`src/rtl/vga_fb_writer_pkg.sv`:
```
// Shared constants, opcode/state/mode enums and the per-command write-count helper
// for the character frame-buffer write engine.
package vga_fb_writer_pkg;

   localparam int COLS  = 40;
   localparam int ROWS  = 30;
   localparam int XW    = 6;
   localparam int YW    = 5;
   localparam int CW    = 3;
   localparam int AW    = XW + YW;
   localparam int LW    = 6;
   localparam int NW    = 11;
   localparam int CELLS = COLS * ROWS;

   typedef enum logic [1:0] {
      OP_PLOT  = 2'd0,
      OP_HLINE = 2'd1,
      OP_VLINE = 2'd2,
      OP_FILL  = 2'd3
   } op_e;

   typedef enum logic [1:0] {
      ST_IDLE = 2'd0,
      ST_RUN  = 2'd1,
      ST_DONE = 2'd2
   } state_e;

   typedef enum logic [1:0] {
      MODE_H      = 2'd0,
      MODE_V      = 2'd1,
      MODE_RASTER = 2'd2
   } mode_e;

   // Number of cells a command will write after clipping; zero means the
   // engine skips RUN and goes straight to DONE.
   function automatic logic [NW-1:0] write_count(
      input op_e            op,
      input logic [XW-1:0]  x,
      input logic [YW-1:0]  y,
      input logic [LW-1:0]  len
   );
      logic [NW-1:0] span;
      logic [NW-1:0] len_w;
      logic          on_screen;
      span      = '0;
      len_w     = NW'(len);
      on_screen = (x < XW'(COLS)) && (y < YW'(ROWS));
      write_count = '0;
      case (op)
         OP_PLOT: begin
            write_count = on_screen ? NW'(1) : '0;
         end
         OP_HLINE: begin
            span = NW'(COLS) - NW'(x);
            if (on_screen)
               write_count = (len_w < span) ? len_w : span;
         end
         OP_VLINE: begin
            span = NW'(ROWS) - NW'(y);
            if (on_screen)
               write_count = (len_w < span) ? len_w : span;
         end
         OP_FILL: begin
            write_count = NW'(CELLS);
         end
         default: begin
            write_count = '0;
         end
      endcase
   endfunction

endpackage

```
`src/rtl/vga_fb_writer_cursor.sv`:
```
// Cell cursor for the frame-buffer writer: holds cx/cy and the remaining write
// count, and advances horizontally, vertically or in raster order.
module fb_cursor
   import vga_fb_writer_pkg::*;
(
   input  logic          clk,
   input  logic          rst,
   input  logic          load,
   input  logic          step,
   input  mode_e         mode,
   input  logic [XW-1:0] x_start,
   input  logic [YW-1:0] y_start,
   input  logic [NW-1:0] count,
   output logic [XW-1:0] cx,
   output logic [YW-1:0] cy,
   output logic          last
);

   logic [NW-1:0] remaining;
   mode_e         mode_q;

   // Load wins over step; the mode is captured at load so the top only has
   // to present it alongside the accepted command.
   always_ff @(posedge clk or posedge rst) begin
      if (rst) begin
         cx        <= '0;
         cy        <= '0;
         remaining <= '0;
         mode_q    <= MODE_H;
      end else if (load) begin
         cx        <= x_start;
         cy        <= y_start;
         remaining <= count;
         mode_q    <= mode;
      end else if (step) begin
         remaining <= remaining - NW'(1);
         case (mode_q)
            MODE_H: begin
               cx <= cx + XW'(1);
            end
            MODE_V: begin
               cy <= cy + YW'(1);
            end
            MODE_RASTER: begin
               if (cx == XW'(COLS - 1)) begin
                  cx <= '0;
                  cy <= cy + YW'(1);
               end else begin
                  cx <= cx + XW'(1);
               end
            end
            default: begin
               cx <= cx;
            end
         endcase
      end
   end

   assign last = (remaining == NW'(1));

endmodule

```
`src/rtl/vga_fb_writer.sv`:
```
// Write-side engine for the 40x30 character frame buffer: accepts drawing
// commands over valid/ready and emits one RAM port-A write per clock.
module vga_fb_writer
   import vga_fb_writer_pkg::*;
(
   input  logic          clk,
   input  logic          rst,
   input  logic          cmd_valid,
   output logic          cmd_ready,
   input  logic [1:0]    cmd_op,
   input  logic [XW-1:0] cmd_x,
   input  logic [YW-1:0] cmd_y,
   input  logic [LW-1:0] cmd_len,
   input  logic [CW-1:0] cmd_color,
   output logic          busy,
   output logic          done,
   output logic [AW-1:0] addra,
   output logic [CW-1:0] dina,
   output logic          wea
);

   state_e        state;
   state_e        state_next;
   op_e           op_in;
   mode_e         mode_in;
   logic          accept;
   logic          running;
   logic [NW-1:0] count_start;
   logic [XW-1:0] x_start;
   logic [YW-1:0] y_start;
   logic [XW-1:0] cx;
   logic [YW-1:0] cy;
   logic          last;
   logic [CW-1:0] color_q;
   logic [AW-1:0] addr_hold;
   logic [CW-1:0] dina_hold;

   assign op_in       = op_e'(cmd_op);
   assign accept      = cmd_valid && (state == ST_IDLE);
   assign running     = (state == ST_RUN);
   assign count_start = write_count(op_in, cmd_x, cmd_y, cmd_len);

   // FILL ignores the command coordinates and always sweeps from the origin.
   always_comb begin
      mode_in = MODE_H;
      x_start = cmd_x;
      y_start = cmd_y;
      case (op_in)
         OP_VLINE: mode_in = MODE_V;
         OP_FILL: begin
            mode_in = MODE_RASTER;
            x_start = '0;
            y_start = '0;
         end
         default: mode_in = MODE_H;
      endcase
   end

   fb_cursor u_cursor (
      .clk     (clk),
      .rst     (rst),
      .load    (accept),
      .step    (running),
      .mode    (mode_in),
      .x_start (x_start),
      .y_start (y_start),
      .count   (count_start),
      .cx      (cx),
      .cy      (cy),
      .last    (last)
   );

   always_ff @(posedge clk or posedge rst) begin
      if (rst)
         state <= ST_IDLE;
      else
         state <= state_next;
   end

   // Fully clipped commands skip RUN so they still produce a done pulse.
   always_comb begin
      state_next = state;
      case (state)
         ST_IDLE: begin
            if (accept)
               state_next = (count_start == '0) ? ST_DONE : ST_RUN;
         end
         ST_RUN: begin
            if (last)
               state_next = ST_DONE;
         end
         ST_DONE: begin
            state_next = ST_IDLE;
         end
         default: begin
            state_next = ST_IDLE;
         end
      endcase
   end

   // The hold registers keep addra/dina stable at the last written cell
   // whenever the engine is not actively writing.
   always_ff @(posedge clk or posedge rst) begin
      if (rst) begin
         color_q   <= '0;
         addr_hold <= '0;
         dina_hold <= '0;
      end else begin
         if (accept)
            color_q <= cmd_color;
         if (running) begin
            addr_hold <= {cy, cx};
            dina_hold <= color_q;
         end
      end
   end

   assign wea       = running;
   assign addra     = running ? {cy, cx} : addr_hold;
   assign dina      = running ? color_q : dina_hold;
   assign cmd_ready = (state == ST_IDLE);
   assign busy      = !cmd_ready;
   assign done      = (state == ST_DONE);

endmodule

```
`config.mk`:
```
export PLATFORM = sky130hd
export DESIGN_NAME = vga_fb_writer
export DESIGN_NICKNAME = d
export VERILOG_FILES = /design/src/rtl/vga_fb_writer_pkg.sv /design/src/rtl/vga_fb_writer_cursor.sv /design/src/rtl/vga_fb_writer.sv
export SDC_FILE = /design/constraint.sdc
export NUM_CORES = 1
export LEC_CHECK = 0
export ABC_CLOCK_PERIOD_IN_PS = 2400
export CAP_MARGIN = 20
export CELL_PAD_IN_SITES_DETAIL_PLACEMENT = 0
export CELL_PAD_IN_SITES_GLOBAL_PLACEMENT = 1
export CORE_ASPECT_RATIO = 1.5
export CORE_MARGIN = 3
export CORE_UTILIZATION = 25
export DETAILED_ROUTE_END_ITERATION = 7
export PLACE_DENSITY = 0.5
export SLEW_MARGIN = 25
export SYNTH_ARGS = -nofsm -noshare
export SYNTH_HDL_FRONTEND = slang
export SYNTH_SLANG_ARGS = --single-unit
export TNS_END_PERCENT = 5
```
`constraint.sdc`:
```
create_clock -name clk -period 2.4 [get_ports clk]
set_clock_uncertainty 0.05 [all_clocks]
set_input_delay 0.48 -clock clk [delete_from_list [all_inputs] [get_ports clk]]
set_output_delay 0.48 -clock clk [all_outputs]
set_load 0.05 [all_outputs]
```
==> Yosys cells after proc, flatten, opt, wreduce, memory -nomap -nowiden <==
Cells that the tools add are included.
{ "op_classes": {"n_addsub": 5, "magnitude_cmp": 4, "n_eq_ne": 12, "mux": 25, "reduce_logical": 13} }
{ "ops": {"columns": ["operator", "count"], "rows": [
  ["two-way mux 11 bit", 7],
  ["case mux 11 bit (4 select lines)", 1],
  ["two-way mux 6 bit", 4],
  ["less-than comparator 6 x 11 -> 1 bit", 2],
  ["two-way mux 5 bit", 4],
  ["case mux 6 bit (2 select lines)", 1],
  ["== test 11 x 1 -> 1 bit, second input constant", 1],
  ["logical NOT 11 bit", 1],
  ["subtractor 11 x 1 -> 11 bit, second input constant", 1],
  ["case mux 5 bit (2 select lines)", 1],
  ["== test 2 bit, second input constant", 4],
  ["case mux 2 bit (2 select lines)", 2],
  ["subtractor 6 x 6 -> 7 bit, first input constant", 1],
  ["adder 6 x 1 -> 6 bit, second input constant", 1],
  ["== test 2 x 1 -> 1 bit, second input constant", 3],
  ["== test 6 bit, second input constant", 1],
  ["logical NOT 2 bit", 3],
  ["less-than comparator 6 bit, second input constant", 1],
  ["two-way mux 2 bit", 3],
  ["nonzero test 3 bit", 2],
  ["subtractor 5 x 5 -> 6 bit, first input constant", 1],
  ["adder 5 x 1 -> 5 bit, second input constant", 1],
  ["less-than comparator 5 bit, second input constant", 1],
  ["!= test 2 x 1 -> 1 bit, second input constant", 2],
  ["8 further kinds", 10]
]} }
{ "word_totals": {"register_bits": 43, "in_bits": 25, "out_inout_bits": 18} }

==> Logic depth before layout (Yosys ltp) <==
Gate-level depths: netlist of run 1.
{ "logic_depth": {"ltp_word": 9, "ltp_mapped": 14, "ltp_nobuf": 14} }

==> Cells and area by module <==
A second synthesis of run 1 with hierarchy kept.
{ "hier_totals": {"hier_cells": 311, "hier_area_um2": 2901.5} }
{ "by_module_without_submodules": {"columns": ["module", "instances", "cells_each", "area_each_um2", "seq_area_each_um2"], "rows": [
  ["vga_fb_writer", 1, 168, 1541.5, 475.5],
  ["fb_cursor", 1, 143, 1360.1, 600.6]
]} }

==> Least setup slack after synthesis of run 1 <==
Ideal clock, no wire load.
{ "synth_timing": {"path_kind": "input -> register", "from": "input cmd_x[0]", "to": "register state[0]", "setup_ns": 0.121, "arrival_time_ns": 2.837, "required_time_ns": 2.229, "setup_slack_ns": -0.608, "cell_stages": 14, "n_path_buf": 0, "path_cell_list": "inv_1 > ha_1 > nand2b_1 > nand2_1 > xor2_1 > ha_1 > a21o_1 > a21oi_1 > o21ai_1 > a21o_1 > a32o_2 > a311oi_1 > nand4_1 > a22o_1"} }
{ "synth_between": {"elab_chain_len": 9, "elab_cells_between_ends": 13, "cone_classes": "1 x add/sub; 2 x order compare; 8 x mux; 2 x reduce/logical"} }
{ "synth_rtl": {"columns": ["element", "line", "rtl"], "rows": [
  ["start, declared", "vga_fb_writer.sv:11", "input logic [XW-1:0] cmd_x,"],
  ["subtractor 6 x 6 -> 7 bit", "vga_fb_writer_pkg.sv:54", "span = NW'(COLS) - NW'(x);"],
  ["less-than comparator 6 x 11 -> 1 bit", "vga_fb_writer_pkg.sv:56", "write_count = (len_w < span) ? len_w : span;"],
  ["two-way mux 11 bit", "vga_fb_writer_pkg.sv:56", null],
  ["two-way mux 11 bit", "vga_fb_writer_pkg.sv:55", "if (on_screen)"],
  ["case mux 11 bit (4 select lines) (*)", "vga_fb_writer_pkg.sv:49", "case (op)"],
  ["logical NOT 11 bit (*)", "vga_fb_writer.sv:86", "state_next = (count_start == '0) ? ST_DONE : ST_RUN;"],
  ["two-way mux 2 bit (*)", "vga_fb_writer.sv:86", null],
  ["two-way mux 2 bit (*)", "vga_fb_writer.sv:85", "if (accept)"],
  ["case mux 2 bit (2 select lines) (*)", "vga_fb_writer.sv:83", "case (state)"],
  ["end signal, assigned", "vga_fb_writer.sv:77", "state <= state_next;"],
  ["end, declared", "vga_fb_writer.sv:22", "state_e state;"]
]} }
Every way passes the cells marked *; elsewhere a longest branch is shown, timed or not. The select of a mux whose other input is x is not followed.
A chain may end at the register's enable or synchronous reset.

==> Worst setup path after layout of run 1 <==
Ends and elaborated chain as after synthesis.

==> results of run 1 <==
-- power groups by stage --
stage,Sequential (mW),Clock (mW),Combinational (mW)
after floorplan,1.26,0,1.84
after global placement,1.32,0,3.17
after detailed placement,1.33,0,3.19
after CTS,1.32,0.821,3.23
after global routing,1.38,0.854,3.49
final,1.32,0.795,3.21
-- cells by family (layout without fill, tap and decap cells) --
kind of cell,count (synthesis),after routing,synth area share (%)
adders and majority gates,16,16,7.24
muxes,3,3,1.13
DFF,43,43,38.9
xor gates and xnor gates,8,8,2.54
AOI/OAI and AO/OA,91,91,22.8
buffers and inverters,31,134,5.21
and+or+nand+nor,131,131,22.2
-- cell usage after synthesis (3+ instances only) --
cell	n	area, sq um
nor2_1	13	48.8
dfrtp_1	43	1080
nor2b_1	4	25.0
o21ai_0	18	90.1
o22ai_1	3	18.8
nand2b_1	8	50.1
ha_1	16	200
o221ai_1	3	26.3
o2111ai_1	3	26.3
nand3_1	16	80.1
a21o_1	3	22.5
nor3_1	6	30.0
o311ai_0	3	26.3
a31oi_1	5	31.3
a22o_1	5	43.8
inv_1	19	71.3
xor2_1	7	61.3
nand2_1	67	251
buf_6	3	33.8
clkbuf_1	6	22.5
o21ai_1	6	30.0
a21oi_1	21	105
-- repair_timing --
action	CTS	global route
setup endpoints to repair	8	12
pin swaps	18	7
setup buffers	3	0
resized for setup	60	10
-- per-layer routing --
metal  share of wire (%)  vias up
li1                    -     1368
met4                 2.8        0
met5                   0        -
met1                  40     1275
met2                  54       62
met3                 3.3       13
-- registers in the layout, indices dropped and copies added (netlist names) --
name and flops:
color_q 3, state 2, u_cursor.mode_q 2, u_cursor.cy 5
u_cursor.cx 6, u_cursor.remaining 11, addr_hold 11, dina_hold 3
-- worst paths after layout --
kind / slack, ns / end / cells past startpoint / start
worst max-delay path: -0.38 / state[0]$_DFFE_PP0P_ / 13 / cmd_x[0]
worst min-delay path: 0.43 / u_cursor.remaining[6]$_DFFE_PP0P_ / 1 / u_cursor.remaining[6]$_DFFE_PP0P_
worst max register to register: 0.36 / u_cursor.cy[2]$_DFFE_PP0P_ / 6 / u_cursor.cx[3]$_DFFE_PP0P_
worst min register to register: 0.43 / u_cursor.remaining[6]$_DFFE_PP0P_ / 1 / u_cursor.remaining[6]$_DFFE_PP0P_
max in group asynchronous: 1.32 / u_cursor.cy[4]$_DFFE_PP0P_ / 3 / rst
min in group asynchronous: 0.59 / u_cursor.remaining[5]$_DFFE_PP0P_ / 3 / rst
-- per-stage QoR --
stage          setup slack (ns)  power, mW  hold WS [ns]
4_1_cts                  -0.366       5.37         0.432
5_1_grt                  -0.519       5.72         0.456
6_report                 -0.380       5.33         0.430
3_5_place_dp              -1.29       4.52         0.419
3_3_place_gp              -1.21       4.49         0.408
2_1_floorplan            -0.474       3.09         0.396
-- layout make-up --
type                            instances  area (sq um)  share of cell area, %
Clock buffer                            6           139                   3.25
Inverter                               19          71.3                   1.67
Sequential cell                        43          1080                   25.2
Multi-Input combinational cell        249          1710                   40.1
Timing Repair Buffer                  107          1060                   24.7
Tap cell                              144           180                   4.22
Clock inverter                          2          35.0                  0.821
-- worst reg2reg max path: cells and delay by family, from the launching register on --
family / cells / cell delay (ns)
buf+inv: 1 / 0.19
simple gates: 1 / 0.65
flops: 1 / 0.44
compound gates: 4 / 0.60
==> summary.md, run 1 <==
| Metric | Value |
|---|---|
| Status | `finished, violations left` |
| Failing checks | `setup timing` |
| Crit path capture type | `register` |
| Pin count of the biggest net entering global routing | `44` |
| Power density over the cells | `about 1200 nW/um^2` |
| Int Power | `2.99 mW` |
| Final instance area | `4270 sq um` |
| Post-route minimum period | `2.78 ns` |
| Rel. slew slack | `roughly 62%` |
| Net count reported at finish | `around 470` |
| Worst-margin pin slew | `0.572 ns` |
| Detailed placement HPWL | `roughly 6.9 mm` |
| CTS tree | `built` |
| Die area | `~12000 sq um` |
| Synthesized cell area | `2760 sq um` |
| Initial drt markers | `163` |
| Final TNS setup | `-1.56 ns` |
| Clock root buffer | `clkbuf_16` |
| Critical Path Max Stage Delay | `0.41 ns` |
| Worst setup SP type | `primary input` |
| H-tree Lvls | `2` |
| CP Class | `primary input to register` |
| Most common flop cell mapped by yosys | `dfrtp_1` |
| Delay-heaviest family, CP | `compound AO/OA/AOI/OAI gates` |
| Placer congestion estimate | `between 0.8 and 0.9` |
| GRT Overall Usage | `14.9%` |
| Final core utilization | `39.9%` |
| Area growth from synthesis to layout | `54.5%` |
| Placed insts | `559` |
| Filler cell count | `1103` |
| Hold WC Path Type | `register to register` |
| Vias | `2718` |
| #FFs+latches synth | `43` |
| Sw Ratio | `43.9%` |
| Max Slew Vio Count | `0` |
| Grt met2 use | `27.8%` |
| Post-synthesis cell count | `323` |
| Clk pin slew, worst setup/hold paths | `0.06 ns` |
| Maxcap violations | `0` |
| Clock buffer depth | `2` |
| Skew-Pair Late Insertion Delay | `0.29 ns` |
| Vias in the first global route | `2742` |
| Worst EP arrival | `approximately 2.9 ns` |
| Sw Pwr | `2.34 mW` |
| Rows | `46` |
| Seq/Total Area, Yosys | `38.9%` |
| Synthesized area per cell | `approximately 8.6 sq um` |
| Non-Filler Instances | `570` |
| Commonest cells after routing, fill and taps aside | `nand2_1 (66), buf_4 (65), dfrtp_1 (43)` |
| Sequential share of power | `24.8%` |
| Critical path peak fanout | `3` |
| Commonest non-fill, non-tap cell in the layout | `nand2_1` |
| Area of the core | `about 11000 sq um` |
| Detail Route Antenna Nets | `0` |
| Final setup margin | `-0.380 ns` |
| Initial Util | `25.8%` |
| Number of I/O pins | `43` |
| Achievable Freq | `about 0.36 GHz` |
| Worst path required time | `~2.5 ns` |
| Clk pwr share | `roughly 15%` |
| # port buffers | `42` |
| Share of cells above drive strength 1 | `a little under a third` |
| Total CTS buffers | `5` |
| Pleak | `1.96 nW` |
| Unrepaired setup endpoints after global routing | `true` |
| Critical path's slowest cell | `or3_4` |
| Hold Violations, Final | `0` |
| Gr ovfl total | `0` |
| CP Buf/Inv Count | `2` |
| Routing usage on met3 | `1.95%` |
| Worst vdd rail ir drop | `0.342 mV` |
| CTS sink cnt | `43` |
| Cell chain of the critical path | `buf_6, or3_4, a21oi_4, xnor2_2, ha_1, nand3_2, buf_6, o21a_1, o2111ai_2, o31a_1, o211a_1, nand4_1, a22o_1` |
| Period utilization | `116%` |
| Post-synth EDFFs | `0` |
| Combinational group share of total power | `60.3%` |
| Die Ht | `135 microns` |
| Drt first pass iters | `4` |
| Gr busiest metal | `met2` |
| Post-CTS Hold Buffers | `0` |
| Initial antenna violation count | `0` |
| Final WL | `approximately 8.7 mm` |
| Met1 track demand over resource | `roughly 17%` |
| Global-route wire length before repair | `14.4 mm` |
| CP dominant cell by count | `buf_6` |
| Synth async-reset ratio | `100%` |
| Synth warn | `0` |
| DR WL/cell | `15.3 microns` |
| Post-Syn Nets | `364` |
| Final setup vio count | `7` |
| Chip Width | `approximately 90 microns` |
| Vias per cell | `~4.8` |
| Synth unique cells | `about 60` |
| Placed Area | `slightly below 4000 sq um` |
| Number of antenna diodes | `0` |
| # DRC | `0` |
No activity file was read; power rests on OpenSTA's default activity.
==> run 2: changes to the inputs <==
- CORE_UTILIZATION: 25 -> 41
- PLACE_DENSITY: 0.5 -> 0.77
==> summary.md, run 2 (same netlist as run 1, synthesis figures left out) <==
| Metric | Value |
|---|---|
| Status | `finished, violations left` |
| Failing checks | `setup timing` |
| Vias | `2808 (+3.3%)` |
| Filler cell count | `542 (-51%)` |
| Number of I/O pins | `43 (unchanged)` |
| GRT Overall Usage | `22.1% (+7.1 points)` |
| CP Class | `primary input to register` |
| Total CTS buffers | `5 (unchanged)` |
| Share of cells above drive strength 1 | `30.7% (-0.74 points)` |
| Final WL | `8.11 mm (-6.9%)` |
| Total Power | `4.94 mW (-7.3%)` |
| R2r setup slk | `0.40 ns (+0.04 ns)` |
| Achievable Freq | `0.356 GHz (-0.95%)` |
| Min-Delay Endpoint | `color_q[1]$_DFFE_PP0P_` |
| Placed Area | `3830 sq um (-3.1%)` |
| Clock buffer depth | `2 (unchanged)` |
| Net count reported at finish | `475 (+1.9%)` |
| Critical Path Max Stage Delay | `0.33 ns (-0.08 ns)` |
| Worst path required time | `2.53 ns (about the same)` |
| Clock root buffer | `clkbuf_8` |
| RR Endpoint | `u_cursor.cy[2]$_DFFE_PP0P_` |
| Post-CTS Hold Buffers | `0 (unchanged)` |
| Clk pin slew, worst setup/hold paths | `0.08 ns (+0.02 ns)` |
| Worst vdd rail ir drop | `0.730 mV (+110%)` |
| CTS sink cnt | `43 (unchanged)` |
| Pin count of the biggest net entering global routing | `27 (-39%)` |
| Global-route wire length before repair | `13.6 mm (-5.9%)` |
| DR WL/cell | `15.9 microns (+4.3%)` |
| Area growth from synthesis to layout | `50.0%` |
| Unrepaired setup endpoints after global routing | `true` |
| Final instance area | `4150 sq um (-2.9%)` |
| Max Slew Vio Count | `0 (unchanged)` |
| Power density over the cells | `1190 nW/um^2 (-4.5%)` |
| WHS | `0.428 ns (-0.00221 ns)` |
| # DRC | `0 (unchanged)` |
| Final setup vio count | `8 (+1)` |
| CP Buf/Inv Count | `2 (unchanged)` |
| Vias in the first global route | `2983 (+8.8%)` |
| Reg2Reg Depth | `6 (unchanged)` |
| H-tree Lvls | `2 (unchanged)` |
| Initial drt markers | `154 (-5.5%)` |
| Rows | `36 (-22%)` |
| Final setup margin | `-0.407 ns (-0.0267 ns)` |
| Chip Width | `73.0 microns (-20%)` |
| Die area | `7780 sq um (-37%)` |
| Hold depth | `2 (+1)` |
| Top Registers | `addr_hold: 11 flops, u_cursor.remaining: 11 flops, u_cursor.cx: 6 flops` |
| Period utilization | `117% (+1.1 points)` |
| Detailed placement HPWL | `6.21 mm (-9.5%)` |
| Vias per cell | `5.52 (+16%)` |
| Maxcap violations | `0 (unchanged)` |
| Critical path peak fanout | `4 (+1)` |
| Worst EP arrival | `2.94 ns (+0.03 ns)` |
| Initial Util | `42.3% (+16 points)` |
| Cell chain of the critical path | `buf_4, inv_2, ha_4, nand2b_4, nand2_4, xor2_4, ha_1, a21o_1, a21oi_2, o21ai_4, a21oi_1, and3b_2, a311oi_2, nand4_1, a22o_1` |
| Final core utilization | `63.5% (+24 points)` |
| Rel. slew slack | `52.1% (-9.8 points)` |
| Delay-heaviest family, CP | `compound AO/OA/AOI/OAI gates` |
| Initial antenna violation count | `0 (unchanged)` |
| Gr ovfl total | `0 (unchanged)` |
| Pleak | `1.95 nW (-0.49%)` |
| Placer congestion estimate | `0.901 (+5.0%)` |
| Hold Violations, Final | `0 (unchanged)` |
| R2R Path Start | `u_cursor.cx[3]$_DFFE_PP0P_` |
| Critical path's slowest cell | `ha_1` |
| CTS tree | `built` |
| Post-route minimum period | `2.81 ns (+0.0267 ns)` |
| Hold path start | `color_q[1]$_DFFE_PP0P_` |
| Worst-margin pin slew | `0.714 ns (+0.142 ns)` |
| Crit path from | `cmd_x[1]` |
| Detail Route Antenna Nets | `0 (unchanged)` |
| Worst setup SP type | `primary input` |
| # port buffers | `42 (unchanged)` |
| Commonest non-fill, non-tap cell in the layout | `buf_4` |
| Hold WC Path Type | `register to register` |
| Area of the core | `6530 sq um (-39%)` |
| Commonest cells after routing, fill and taps aside | `buf_4 (72), nand2_1 (66), dfrtp_1 (43)` |
| Drt first pass iters | `4 (unchanged)` |
| Skew-Pair Late Insertion Delay | `0.29 ns (about the same)` |
| Crit path capture type | `register` |
| Die Ht | `107 microns (-21%)` |
| Number of antenna diodes | `0 (unchanged)` |
## run 2: changes by cell type in the layout (fill, tap and decap cells not counted), moves of 2 or more
cell / change
o21ai_0: +4
xor2_2: -2
clkdlybuf4s50_1: +2
o21ai_1: -4
buf_4: +7
clkbuf_8: +4
buf_6: -3
clkbuf_16: -5
## run 2: layer usage
layer	part of all wire [%]	up-vias	GRT usage, %
met1	38	1310	24.3
met5	0	-	0
li1	-	1389	-
met3	3.5	29	2.18
met2	54	80	40.4
met4	4.2	0	10.9
## run 2: worst min-delay path: cells and delay by family, from the launching register on
kind / cells / cell delay [ns]
DFF: 1 / 0.35
and+or+nand+nor: 2 / 0.10
## run 2: report_power, final
| group | total, mW | switching [mW] | internal [mW] |
|---|---|---|---|
| combinational | 3.20 | 1.78 | 1.42 |
| sequential | 1.32 | 0.251 | 1.07 |
| clock | 0.423 | 0.229 | 0.194 |
## run 2: repair_timing
item                       CTS  global route
hold endpoints to repair     0             0
buffers inserted            18             2
cloned                       0             0
setup endpoints to repair    8             8
pin swaps                   18            14
resized for setup           48             9
## run 2: how the worst max path moves through the flow
stage,cells past startpoint,endpoint
2_1_floorplan,11,state[0]$_DFFE_PP0P_
3_3_place_gp,15,state[0]$_DFFE_PP0P_
3_5_place_dp,15,state[0]$_DFFE_PP0P_
4_1_cts,12,state[0]$_DFFE_PP0P_
5_1_grt,13,state[0]$_DFFE_PP0P_
6_report,15,state[0]$_DFFE_PP0P_
## run 2: layout make-up
type / count / area (sq um) / share of cell area [%]
inverter: 19 / 71.3 / 1.72
multi-input combinational: 249 / 1700 / 41.0
clock buffer: 6 / 72.6 / 1.75
sequential: 43 / 1080 / 26.0
timing repair buffer: 116 / 1130 / 27.2
tap: 76 / 95.1 / 2.29
## run 2: through the flow
step	std cells	TNS [ns]	setup WS (ns)
floorplan	323	-1.79	-0.474
global placement	484	-7.11	-1.11
detailed placement	484	-7.65	-1.20
CTS	508	-1.62	-0.396
global route	509	-2.69	-0.533
finish	509	-1.78	-0.407
==> run 3: changes to the inputs <==
- CTS_CLUSTER_SIZE: default -> 12
==> results of run 3 <==
The final DEF is identical to that of run 2; final timing and power are the same.
